--- config.mk ---
export PLATFORM = sky130hd
export DESIGN_NAME = output_record_writer
export DESIGN_NICKNAME = d
export VERILOG_FILES = /design/src/rtl/output_record_writer_pkg.sv /design/src/rtl/output_record_writer_sync_fifo.sv /design/src/rtl/output_record_writer.sv
export SDC_FILE = /design/constraint.sdc
export NUM_CORES = 1
export LEC_CHECK = 0
export BUFFER_PORTS_ARGS = -buffer_cell sky130_fd_sc_hd__buf_2
export CAP_MARGIN = 25
export CORE_MARGIN = 1.5
export CORE_UTILIZATION = 30
export CTS_CLUSTER_SIZE = 30
export DETAILED_ROUTE_END_ITERATION = 8
export HOLD_SLACK_MARGIN = 0.08
export PLACE_DENSITY = 0.44
export SLEW_MARGIN = 30
export SYNTH_ARGS = -nofsm -noshare
export SYNTH_HDL_FRONTEND = slang
export SYNTH_HIERARCHICAL = 1
export SYNTH_SLANG_ARGS = --single-unit
--- constraint.sdc ---
create_clock -name clk -period 14.4 [get_ports clk]
set_input_delay 2.88 -clock clk [delete_from_list [all_inputs] [get_ports clk]]
set_output_delay 2.88 -clock clk [all_outputs]
set_load 0.05 [all_outputs]
--- src/rtl/output_record_writer_pkg.sv ---
// Shared record geometry, serializer state type and record type for the
// output record writer and its FIFO.
package out_writer_pkg;

  localparam int ADDR_W        = 16;
  localparam int DATA_W        = 24;
  localparam int RECORD_W      = ADDR_W + DATA_W;
  localparam int BYTE_W        = 8;
  localparam int BYTES_PER_REC = 5;

  typedef enum logic {IDLE, SEND} wr_state_t;

  typedef logic [RECORD_W-1:0] record_t;

endpackage

--- src/rtl/output_record_writer_sync_fifo.sv ---
// Register-based synchronous FIFO with occupancy count and synchronous flush.
// Read data is the entry at the read pointer (first-word fall-through).
module sync_fifo #(
  parameter  int WIDTH = 40,
  parameter  int DEPTH = 16,
  localparam int AW    = $clog2(DEPTH),
  localparam int CW    = $clog2(DEPTH) + 1
) (
  input  logic             clk,
  input  logic             reset,
  input  logic             clear,
  input  logic             push,
  input  logic             pop,
  input  logic [WIDTH-1:0] wdata,
  output logic [WIDTH-1:0] rdata,
  output logic             full,
  output logic             empty,
  output logic [CW-1:0]    count
);

  logic [WIDTH-1:0] mem [DEPTH];
  logic [AW-1:0]    wr_ptr;
  logic [AW-1:0]    rd_ptr;
  logic             do_push;
  logic             do_pop;

  assign full    = (count == CW'(DEPTH));
  assign empty   = (count == '0);
  assign do_push = push && !full && !clear;
  assign do_pop  = pop && !empty && !clear;
  assign rdata   = mem[rd_ptr];

  always_ff @(posedge clk) begin
    if (do_push) mem[wr_ptr] <= wdata;
  end

  // Pointers wrap naturally at DEPTH; full/empty come from the count alone.
  always_ff @(posedge clk or negedge reset) begin
    if (!reset) begin
      wr_ptr <= '0;
      rd_ptr <= '0;
      count  <= '0;
    end else if (clear) begin
      wr_ptr <= '0;
      rd_ptr <= '0;
      count  <= '0;
    end else begin
      if (do_push) wr_ptr <= wr_ptr + AW'(1);
      if (do_pop)  rd_ptr <= rd_ptr + AW'(1);
      case ({do_push, do_pop})
        2'b10:   count <= count + CW'(1);
        2'b01:   count <= count - CW'(1);
        default: count <= count;
      endcase
    end
  end

endmodule

--- src/rtl/output_record_writer.sv ---
// Captures distinct 40-bit output records into a FIFO and streams them
// MSB-first as five bytes over a valid/ready byte interface.
module output_record_writer
  import out_writer_pkg::*;
#(
  parameter  int DEPTH = 16,
  parameter  int DEDUP = 1,
  localparam int CW    = $clog2(DEPTH) + 1
) (
  input  logic                clk,
  input  logic                reset,
  input  logic                clear,
  input  logic [RECORD_W-1:0] data_in,
  input  logic                enable_in,
  output logic [BYTE_W-1:0]   byte_out,
  output logic                byte_valid,
  input  logic                byte_ready,
  output logic [CW-1:0]       fifo_count,
  output logic                overflow,
  output logic                busy
);

  localparam logic [2:0] LAST_IDX = 3'(BYTES_PER_REC - 1);

  wr_state_t state, state_next;
  record_t   shift, shift_next;
  logic [2:0] idx, idx_next;
  record_t   last_rec;
  logic      last_valid;
  logic      capture;
  logic      push;
  logic      pop;
  logic      fifo_full;
  logic      fifo_empty;
  record_t   fifo_rdata;

  assign capture = enable_in && ((DEDUP == 0) || !last_valid || (data_in != last_rec));
  assign push    = capture && !fifo_full && !clear;

  sync_fifo #(
    .WIDTH(RECORD_W),
    .DEPTH(DEPTH)
  ) u_fifo (
    .clk   (clk),
    .reset (reset),
    .clear (clear),
    .push  (push),
    .pop   (pop),
    .wdata (data_in),
    .rdata (fifo_rdata),
    .full  (fifo_full),
    .empty (fifo_empty),
    .count (fifo_count)
  );

  // A held record is remembered even when dropped, so it costs one drop only.
  always_ff @(posedge clk or negedge reset) begin
    if (!reset) begin
      last_rec   <= '0;
      last_valid <= 1'b0;
      overflow   <= 1'b0;
    end else if (clear) begin
      last_valid <= 1'b0;
      overflow   <= 1'b0;
    end else if (capture) begin
      last_rec   <= data_in;
      last_valid <= 1'b1;
      if (fifo_full) overflow <= 1'b1;
    end
  end

  always_ff @(posedge clk or negedge reset) begin
    if (!reset) begin
      state <= IDLE;
      shift <= '0;
      idx   <= '0;
    end else begin
      state <= state_next;
      shift <= shift_next;
      idx   <= idx_next;
    end
  end

  // The last byte's handshake reloads directly from the FIFO to avoid a bubble.
  always_comb begin
    state_next = state;
    shift_next = shift;
    idx_next   = idx;
    pop        = 1'b0;
    case (state)
      IDLE: begin
        if (!fifo_empty) begin
          pop        = 1'b1;
          shift_next = fifo_rdata;
          idx_next   = '0;
          state_next = SEND;
        end
      end
      SEND: begin
        if (byte_ready) begin
          if (idx != LAST_IDX) begin
            shift_next = shift << BYTE_W;
            idx_next   = idx + 3'd1;
          end else if (!fifo_empty) begin
            pop        = 1'b1;
            shift_next = fifo_rdata;
            idx_next   = '0;
          end else begin
            state_next = IDLE;
          end
        end
      end
      default: state_next = IDLE;
    endcase
    if (clear) begin
      pop        = 1'b0;
      state_next = IDLE;
      idx_next   = '0;
    end
  end

  assign byte_valid = (state == SEND);
  assign byte_out   = byte_valid ? shift[RECORD_W-1 -: BYTE_W] : '0;
  assign busy       = (state != IDLE) || !fifo_empty;

endmodule

==> run summary <==
The run finished, with violations left. The final reports fail on antenna violations. When the netlist entered floorplanning its net count stood at 1,701. The number of gates resized after cts is 0.

The dominant synthesized flop cell is edfxtp_1. The count of yosys warnings during synthesis was 6; the worst-case hold slack was 0.492 ns. The run gives 47 as the post-synthesis cell type count. Dividing the detail-routed via count by the number of cells gives 4.97. From synthesis to final layout, the design area changed by 16.2%.

The detailed router finished its first iteration with 1,392 violations. Once the floorplan was initialized, standard cells occupied 30.3% of the core. The internal power component is 0.00408 W. In the synthesized netlist, the number of instances is 1,645.

The clock period could shrink to 6.38 ns. Combinational logic is responsible for 16.2% of the overall power. Number of clock buffers inserted by TritonCTS: 86. Global routing consumed, on the met1 layer, 21.5% of the routing resources.

On the final layout, the worst clock skew is 0.0383 ns. Entering global routing, the biggest net connects 107 pins. The worst-margin pin slew was 0.990 ns; the count of endpoints failing hold in the final timing report was 0.

The number of maximum-capacitance violations was 0; the share of total power in the clock network was 38.9%. In this run the most used layer during global routing was met2. Across all layers, the routed design uses 15,362 vias.

Setup violations remaining at the end of the flow were counted as 0. The tools report the final global-route overflow total as 0. For met3 alone, demand over resource in global routing was 2.55%. The net switching power figure came out at 0.00152 W.

The region available for standard cell placement spans 97,000 sq um. The top cell types in the final layout, fill and taps aside, are edfxtp_1, mux2i_1, dfrtp_1. For met2 alone, demand over resource in global routing was 26.7%. The post-synthesis async set-or-reset flop share came out at 13.4%.

The min-delay analysis places its worst path in the category reg -> reg. The floorplan has 114 rows. The data arrival time of the critical path was 6.68 ns; the required time at the worst-slack endpoint was 14.70 ns.

Summed over all nets, the half-perimeter wirelength after detailed placement is 46,600 microns. The logs give 3 for the count of H-tree levels built during CTS and 3 for the maximum clock insertion buffer count. The critical path class was in -> reg. Kind of start point of the critical path: an input port. The number of pins exceeding their max-slew limit in the final report was 0; the ratio of cells with drive above 1 in the final layout was 23.1%. Buffers inserted to repair hold after CTS numbered 0.

The total of flip-flops plus latches after synthesis is 739. Adding up every negative setup slack in the final design gives 0 ns. The congestion estimate from routability-driven global placement came to 0.768. The number of antenna violations at the first check in global routing is 4, and the overall die area is 100,000 sq um. TritonCTS built the clock tree.

For the post-route core utilization, the log shows 35.3%. Clock tree root driver cell: clkbuf_16. The normalized max-slew margin is 33.8%. The maximum clock frequency was 157 MHz. For this design the static power due to leakage is 11.2 nW. The number of nets in the finished design was 1,792; the first-pass GRT wire length was 115,000 microns.

The share of total power consumed by net switching is 27.1%. The tools report the capturing element type of the critical path as a flop. Averaged over all synthesized cells, the footprint is 17.9 sq um.

The die is 316 microns tall. The most frequent standard cell in the layout excluding fill and tap cells was edfxtp_1. Detailed-route wire length per cell: 25.8 microns. The insertion delay to the later sink of the worst-skew pair is 0.66 ns, and the number of top-level pins is 61. Of all nets on the critical path, the largest fanout is 24. The clock drives 739 sinks.

The largest voltage drop on the vdd net was 0.0839 mV; the share of the cycle needed by the critical path after routing was 44.3%. In this run the tool buffered the top-level ports with 60 buffer cells. The routed wire length was 79,700 microns; the via count of the first global-routing pass was 15,843. For this run, the detailed router's first-pass iteration total came to 6. The power density relative to cell area was 164 nW/um^2; the combined global-route utilization of all metal layers was 16.1%. Sequential cells were found to cover 73.7% of the synthesized design area. In this run the post-CTS setup repair buffer count came out at 0.

The number of synthesized flops with an enable pin is 640, and the sequential share of power is 44.9%. The post-route antenna net violation count is 1, and the CTS clock-pin slew for the worst setup and hold paths is 0.06 ns. The post-synth design cell area is 29,400 sq um, and the horizontal die dimension is 316 microns. Setup repair after global routing left no endpoint under its margin. The run gives 0 as the final routed DRC violation total.
-- stage by stage --
step | total power [W] | cells | setup slack (ns) | area, sq um
floorplan | 0.00318 | 1645 | 6.28 | 29400
global placement | 0.00347 | 2921 | 7.34 | 31300
detailed placement | 0.00348 | 2924 | 7.33 | 31300
CTS | 0.00567 | 3082 | 8.01 | 34200
global route | 0.00582 | 3083 | 7.66 | 34200
finish | 0.00560 | 3088 | 8.02 | 34200
-- synth_stat cells (41+ instances only) --
library cell	n	share of area [%]
edfxtp_1	640	65
clkbuf_1	55	0.70
mux2_2	56	2.1
a221oi_1	41	1.2
nand2_1	57	0.73
nor2_1	63	0.80
o21ai_0	82	1.4
a21oi_1	56	0.95
dfrtp_1	99	8.4
mux4_2	80	6.1
a22oi_1	41	1.0
mux2i_1	122	4.2
-- power by group through the flow --
stage,registers (W),clock network [W],logic (W)
floorplan,0.00252,0,0.000660
detailed placement,0.00256,0,0.000922
global placement,0.00255,0,0.000912
CTS,0.00251,0.00224,0.000924
global route,0.00252,0.00232,0.000978
finish,0.00251,0.00218,0.000909
-- sequential cells by signal, indices dropped and copies added, names as in the netlist, 3 cells and up --
name           flops
u_fifo/mem       640
last_rec          40
shift             40
u_fifo/count       5
u_fifo/rd_ptr      4
u_fifo/wr_ptr      4
idx                3
-- logic make-up (layout without fill, tap and decap cells) --
group / count (synthesis) / count (layout) / synth area share (%)
xor gates and xnor gates: 44 / 44 / 1.31
and+or+nand+nor: 171 / 171 / 2.58
DFF: 739 / 739 / 73.7
adders and majority gates: 11 / 11 / 0.493
buffers and inverters: 119 / 280 / 1.84
muxes: 286 / 286 / 13.8
AOI/OAI and AO/OA: 275 / 275 / 6.18
other: 0 / 6 / 0
-- worst paths after layout --
| check | startpoint | endpoint | slack, ns | depth (start not counted) |
|---|---|---|---|---|
| worst min-delay path | shift[23] | shift[23] | 0.49 | 2 |
| worst max register to register | u_fifo/count[1] | u_fifo/count[4] | 9.99 | 13 |
| max in group asynchronous | reset | last_rec[14] | 10.87 | 2 |
| min in group asynchronous | reset | u_fifo/count[0] | 2.27 | 1 |
| worst min register to register | shift[23] | shift[23] | 0.49 | 2 |
| worst max-delay path | clear | u_fifo/mem[8][24] | 8.02 | 9 |
-- layer usage --
layer | wire, microns | part of all wire, % | vias to the layer above
met5 | 31 | 0.039 | -
met4 | 2290 | 2.9 | 4
met3 | 2970 | 3.7 | 129
met2 | 38600 | 49 | 319
met1 | 35700 | 45 | 8153
li1 | - | - | 6757
-- critical path, stage by stage --
cell      delay [ns]
buf_2           0.27
nor2b_1         0.66
o21ai_4         0.14
nor2_1          0.44
a21boi_1        0.49
nor2b_1         0.31
nand2_1         0.27
nor2_4          0.69
buf_4           0.50
-- layout make-up --
class                      count  area, sq um
antenna                        6         15.0
clock buffer                 107         2280
clock inverter                51          549
fill                        9143        62800
inverter                      28          105
multi-input combinational    787         7320
sequential                   739        21700
tap                         1276         1600
timing repair buffer          94          619
Power figures use the tool's default switching activity.
